## src/rtl/ser_pkg.sv

```systemverilog
// Shared types and helpers for the serial-stream blocks (serializer, 110 detectors).
package ser_pkg;

    typedef enum logic {
        IDLE  = 1'b0,
        SHIFT = 1'b1
    } ser_state_e;

    // Bit counter width able to hold 0..width (parity mode loads WIDTH).
    function automatic int ser_cnt_width(input int width);
        return $clog2(width + 1);
    endfunction

endpackage

```

## src/rtl/piso_serializer.sv

```systemverilog
// Parallel-in serial-out stage feeding the 110 detectors; words stream back-to-back.
// Optional trailing even-parity bit per word when SER_PARITY_EN is defined.
module piso_serializer
    import ser_pkg::*;
#(
    parameter int WIDTH     = 8,
    parameter bit MSB_FIRST = 1'b1
) (
    input  logic             clk,
    input  logic             rst,
    input  logic [WIDTH-1:0] din,
    input  logic             din_valid,
    output logic             din_ready,
    output logic             x_out,
    output logic             x_valid,
    output logic             busy,
    output logic             done
);

    localparam int CW = ser_cnt_width(WIDTH);
`ifdef SER_PARITY_EN
    localparam logic [CW-1:0] CNT_LOAD = CW'(WIDTH);
`else
    localparam logic [CW-1:0] CNT_LOAD = CW'(WIDTH - 1);
`endif

    ser_state_e       state_q, state_d;
    logic [WIDTH-1:0] shreg_q, shreg_d;
    logic [CW-1:0]    cnt_q, cnt_d;
    logic             x_out_q, x_out_d;
    logic             x_valid_q, x_valid_d;
`ifdef SER_PARITY_EN
    logic             par_q, par_d;
`endif

    logic accept;
    logic next_bit;

    always_comb begin
        state_d   = state_q;
        shreg_d   = shreg_q;
        cnt_d     = cnt_q;
        x_out_d   = x_out_q;
        x_valid_d = x_valid_q;
`ifdef SER_PARITY_EN
        par_d     = par_q;
`endif

        busy      = (state_q == SHIFT);
        done      = busy && (cnt_q == '0);
        din_ready = !busy || done;
        accept    = din_valid && din_ready;
        next_bit  = MSB_FIRST ? shreg_q[WIDTH-1] : shreg_q[0];

        if (accept) begin
            // Also covers the last-bit cycle, giving zero-gap streaming.
            x_out_d   = MSB_FIRST ? din[WIDTH-1] : din[0];
            shreg_d   = MSB_FIRST ? (din << 1) : (din >> 1);
            cnt_d     = CNT_LOAD;
            x_valid_d = 1'b1;
            state_d   = SHIFT;
`ifdef SER_PARITY_EN
            par_d     = ^din;
`endif
        end else if (busy && !done) begin
`ifdef SER_PARITY_EN
            x_out_d   = (cnt_q == CW'(1)) ? par_q : next_bit;
`else
            x_out_d   = next_bit;
`endif
            shreg_d   = MSB_FIRST ? (shreg_q << 1) : (shreg_q >> 1);
            cnt_d     = cnt_q - CW'(1);
        end else if (done) begin
            state_d   = IDLE;
            x_valid_d = 1'b0;
            x_out_d   = 1'b0;
        end
    end

    always_ff @(posedge clk or negedge rst) begin
        if (!rst) begin
            state_q   <= IDLE;
            shreg_q   <= '0;
            cnt_q     <= '0;
            x_out_q   <= 1'b0;
            x_valid_q <= 1'b0;
`ifdef SER_PARITY_EN
            par_q     <= 1'b0;
`endif
        end else begin
            state_q   <= state_d;
            shreg_q   <= shreg_d;
            cnt_q     <= cnt_d;
            x_out_q   <= x_out_d;
            x_valid_q <= x_valid_d;
`ifdef SER_PARITY_EN
            par_q     <= par_d;
`endif
        end
    end

    assign x_out   = x_out_q;
    assign x_valid = x_valid_q;

endmodule

```

## config.mk

```make
export PLATFORM = sky130hd
export DESIGN_NAME = piso_serializer
export DESIGN_NICKNAME = d
export VERILOG_FILES = /design/src/rtl/ser_pkg.sv /design/src/rtl/piso_serializer.sv
export SDC_FILE = /design/constraint.sdc
export NUM_CORES = 1
export LEC_CHECK = 0
export CAP_MARGIN = 5
export CELL_PAD_IN_SITES_DETAIL_PLACEMENT = 1
export CELL_PAD_IN_SITES_GLOBAL_PLACEMENT = 1
export CORE_MARGIN = 2
export CORE_UTILIZATION = 38
export CTS_BUF_LIST = sky130_fd_sc_hd__clkbuf_4 sky130_fd_sc_hd__clkbuf_8
export DETAILED_ROUTE_END_ITERATION = 8
export GPL_TIMING_DRIVEN = 0
export PLACE_DENSITY = 0.79
export SLEW_MARGIN = 20
export SYNTH_ARGS = -nofsm -noshare
export SYNTH_HDL_FRONTEND = slang
export SYNTH_SLANG_ARGS = --single-unit
```

## constraint.sdc

```tcl
create_clock -name clk -period 2 [get_ports clk]
set_input_delay 0.4 -clock clk [delete_from_list [all_inputs] [get_ports clk]]
set_output_delay 0.4 -clock clk [all_outputs]
set_load 0.1 [all_outputs]
```

Word-level counts from Yosys, hierarchy flattened:

Index checks and enable logic that the tools add are counted.

* add/subtract/negate cells: 1
* equal/unequal tests: 1
* mux-type cells: 9
* reduce and logical (&&, ||, !) cells: 11

Operators with widths (number)
* 8-bit two-way mux: 2
* 4-bit two-way mux: 2
* 1-bit two-way mux: 5
* 4-bit zero test: 1
* 2-bit nonzero test: 2
* 4-bit by 1-bit subtractor with 4-bit output (second input constant): 1
* 1-bit logical AND: 3
* 3-bit nonzero test: 1
* 1-bit zero test: 2
* 2-bit != test (second input constant): 1
* 2-bit AND reduction: 1
* 1-bit logical OR: 1

* flip-flop bits (word level): 14
* input bits: 11
* output and inout bits: 5
* logic and storage cells: 26

Longest topological paths before layout:

* depth in word-level cells: 6
* gate-level depth with buffers: 6
* mapped depth without buffers: 6

Worst setup path before layout:

OpenSTA, ideal clock, no wires.

* kind: register to output
* start: register x_valid (netlist name)
* end: output done
* data arrival time: 2818 ps
* data required time: 1600 ps
* path slack: -1218 ps
* stages on the path, launching flop included: 5
* path buffers: 2
* path through: dfrtp_1 -> clkbuf_1 -> buf_1 -> inv_1 -> nor2_1

RTL lines
* end: declaration: RTL line piso_serializer.sv:17 `output logic done`

Final worst setup path:

* start: register cnt_q[0]
* end: output din_ready

* cells in the longest elaborated chain, start to end: 3

RTL lines
* start: declaration: RTL line piso_serializer.sv:29 `logic [CW-1:0] cnt_q, cnt_d;`
* start signal: assignment: RTL line piso_serializer.sv:93 `cnt_q <= cnt_d;`
* 4-bit zero test: RTL line piso_serializer.sv:50 `done = busy && (cnt_q == '0);`
* 1-bit logical AND: RTL line piso_serializer.sv:50
* 1-bit logical OR: RTL line piso_serializer.sv:51 `din_ready = !busy || done;`
* end: declaration: RTL line piso_serializer.sv:13 `output logic din_ready,`

Every way passes these cells.

==> impl_results.md <==
- Core Footprint: 0.001670 mm2
- Ranking of synthesized cells by area: dfrtp_1 (49%), mux2i_1 (11%), nand3_1 (5.3%)
- Worst endpoint required time: 1.60 ns
- Violated checks: setup timing
- DRC: 0
- Startpoint Class: flop
- Endpoints failing setup: 2
- Worst-Skew Late Latency: about 0.28 ns
- Post-layout utilization of the core: 56.33%
- First-pass DRT Iterations: 4
- Clock buffer depth: 2
- Nets: 102
- WL met3: 69 um
- Initial Util: between 30% and 40%
- EDFF count, synth: 0
- Synth warn: 0
- # IOs: 16
- Sequential area share after synthesis: about half
- DR WL/cell: about 17 um
- Filler Cells Inserted: 188
- FP Rows: 15
- Peak per-stage delay on the critical path: 0.40 ns
- RR Startpoint: cnt_q[0]
- Rel. slew slack: 36.72%
- Initial antenna violation count: 0
- Met2 wire len: 933 um
- First-pass GRT wire length: 2877 um
- Most frequent cell after synthesis: dfrtp_1
- Post-route antenna net violation count: 0
- R2R Setup Slk: 0.24 ns
- Worst VDD drop: ~0.78 mV
- Buf/Inv on CP: 3
- Period utilisation layout: 108.2%
- Hold crit path type: input pin to async pin
- Pin count of the biggest net entering global routing: 14
- Uppermost layer routed: met4
- Max-cap check violation count: 0
- Slowest cell on crit path: or3b_4
- CTS HTree Levels: 1
- Fin. max-slew vios: 0
- GP Congestion: 0.7461
- Global route total overflow: 0
- DIE WIDTH: about 46 um
- Crit end category: output pin
- DRT iter0 DRCs: 16
- Status: finished, violations left
- Synthesized instance count: 65
- Worst Reg-to-Reg Cells: 7
- Metal1 wirelength: 706 um
- Critical path class: flop to output pin
- Die ar.: 0.002084 mm2
- Post-synth top area share: 49.34%
- Hold_ws: 0.4944 ns
- Synth area leader: dfrtp_1
- Crit-path cells: inv_1 > ha_2 > or3b_4 > and2_4 > clkinvlp_4 > buf_12
- Clk root buf: clkbuf_4
- Hpwl dp: 1091 um
- Fin. Hold Viols: 0
- TritonCTS clock tree: yes
- Post-synthesis net count: 77
- Worst r2r dst: cnt_q[1]
- Seq cells post-synth: 13
- Syn Area/Cell: between 10 and 15 um2
- Distinct cells, synth: 22
- Setup Skew: about 0.0025 ns
- Gr usage total: 20.45%
- Fraction of layout cells with a size suffix above 1: between 20% and 30%
- Post-Route WL: 1773 um
- Crit-path max FO: 3
- Post-route setup slack: -0.1642 ns
- Peak Freq: 462.1 MHz
- CP delay by family, top: simple AND/OR/NAND/NOR gates
- Top FF cell, synth: dfrtp_1
- Antenna Cells: 0
- Asr flop ratio synth: 100.0%
- P_leak: ~0.42 nW
- DR vias: 631
- Multi-input logic area: 282.8 um2
- Tmin final: 2.164 ns
- Clk pin slew, worst setup/hold paths: roughly 0.090 ns
- TritonCTS Buffers: 3
- Die Height: 45.66 um
- Post-synth top cells: dfrtp_1 (13), mux2i_1 (7), nand3_1 (7), o21ai_1 (7), inv_1 (5)
- RSZ-0062 raised after global routing: true
- Via density: ~6
- Worst-margin pin slew: 0.9530 ns
- Reg area: 329.1 um2
- Layout area overhead: 42.69%
- Crit path DAT: 1.76 ns
- Port buffer count: 14
- Power per standard cell area: about 1700 mW/mm2
- Synth Cell Area: 659.4 um2
- CTS sink count: 13
- Vias in the first global route: 586
==> area by class of cell <==
class	instances	share of cell area, %
flip-flops and latches	13	34.97
plain buffers	7	5.452
inverters	5	2.394
well taps	17	2.261
repair buffers	20	21.68
multi-input cells	40	30.05
clock buffers	4	3.191
==> metal layers <==
layer	track usage, %	vias up
met4	11.18	0
met1	24.44	315
met2	34.08	28
met3	3.968	8
met5	0	-
li1	-	280
==> cell families after synthesis <==
logic type,share of synthesized area [%]
AO/OA/AOI/OAI,14.99
XOR/XNOR,1.329
adder cells (fa/ha/maj),1.897
buffers and inverters,9.297
flip-flops,49.34
multiplexers,10.63
AND/OR/NAND/NOR,12.52
==> cells in the final DEF (no fill, tap or decap), drive strengths merged, types with 2 or more instances in the layout <==
cell type / count
o311ai: 2
nand3: 7
o21ai: 7
clkbuf: 6
buf: 13
mux2i: 7
dfrtp: 13
clkdlybuf4s50: 9
dlygate4sd2: 2
a211oi: 3
inv: 4
nor2: 3
a21oi: 3
==> state kept, by name (all words and copies together) (netlist names) <==
signal and flops:
x_out 1, cnt_q 4, shreg_q 7, x_valid 1
==> report_power, final <==
part,internal (W),switching (W)
Clock,0.0000910,0.0000928
Combinational,0.000374,0.000577
Sequential,0.000379,0.0000760
==> what timing repair did <==
item,CTS,global route
pin swaps,1,2
endpoints found under the setup margin,5,2
gates resized for setup,26,1
buffers inserted,4,2
hold buffers,0,0
==> worst max path at each step <==
stage | start | to | slack [ns] | cells after the start
finish | cnt_q[0] | din_ready | -0.16 | 6
global route | cnt_q[1] | din_ready | -0.24 | 6
CTS | cnt_q[0] | done | -0.16 | 6
detailed placement | cnt_q[0] | done | -0.87 | 6
global placement | cnt_q[0] | done | -0.85 | 6
floorplan | x_valid | done | -0.13 | 4
==> metrics by stage <==
stage                     instance area [um2]  std cells  TNS, ns  power, W  worst slack [ns]
after floorplan                         674.4         65  -0.1279  0.001073           -0.1279
after global placement                  835.8         96   -1.651  0.001233           -0.8485
after detailed placement                835.8         96   -1.703  0.001265           -0.8695
after CTS                               922.1        104  -0.2845  0.001549           -0.1567
after global routing                    940.9        106  -0.4615  0.001697           -0.2448
final                                   940.9        106  -0.2992  0.001590           -0.1642
==> worst reg2reg max path, stage by stage, from the launching register on <==
cell      delay [ns]
dfrtp_1         0.39
inv_1           0.06
ha_2            0.18
or3b_4          0.40
buf_8           0.15
buf_4           0.13
a211oi_1        0.27
a21oi_1         0.07
Note: power is estimated with default switching activity, not from simulation.
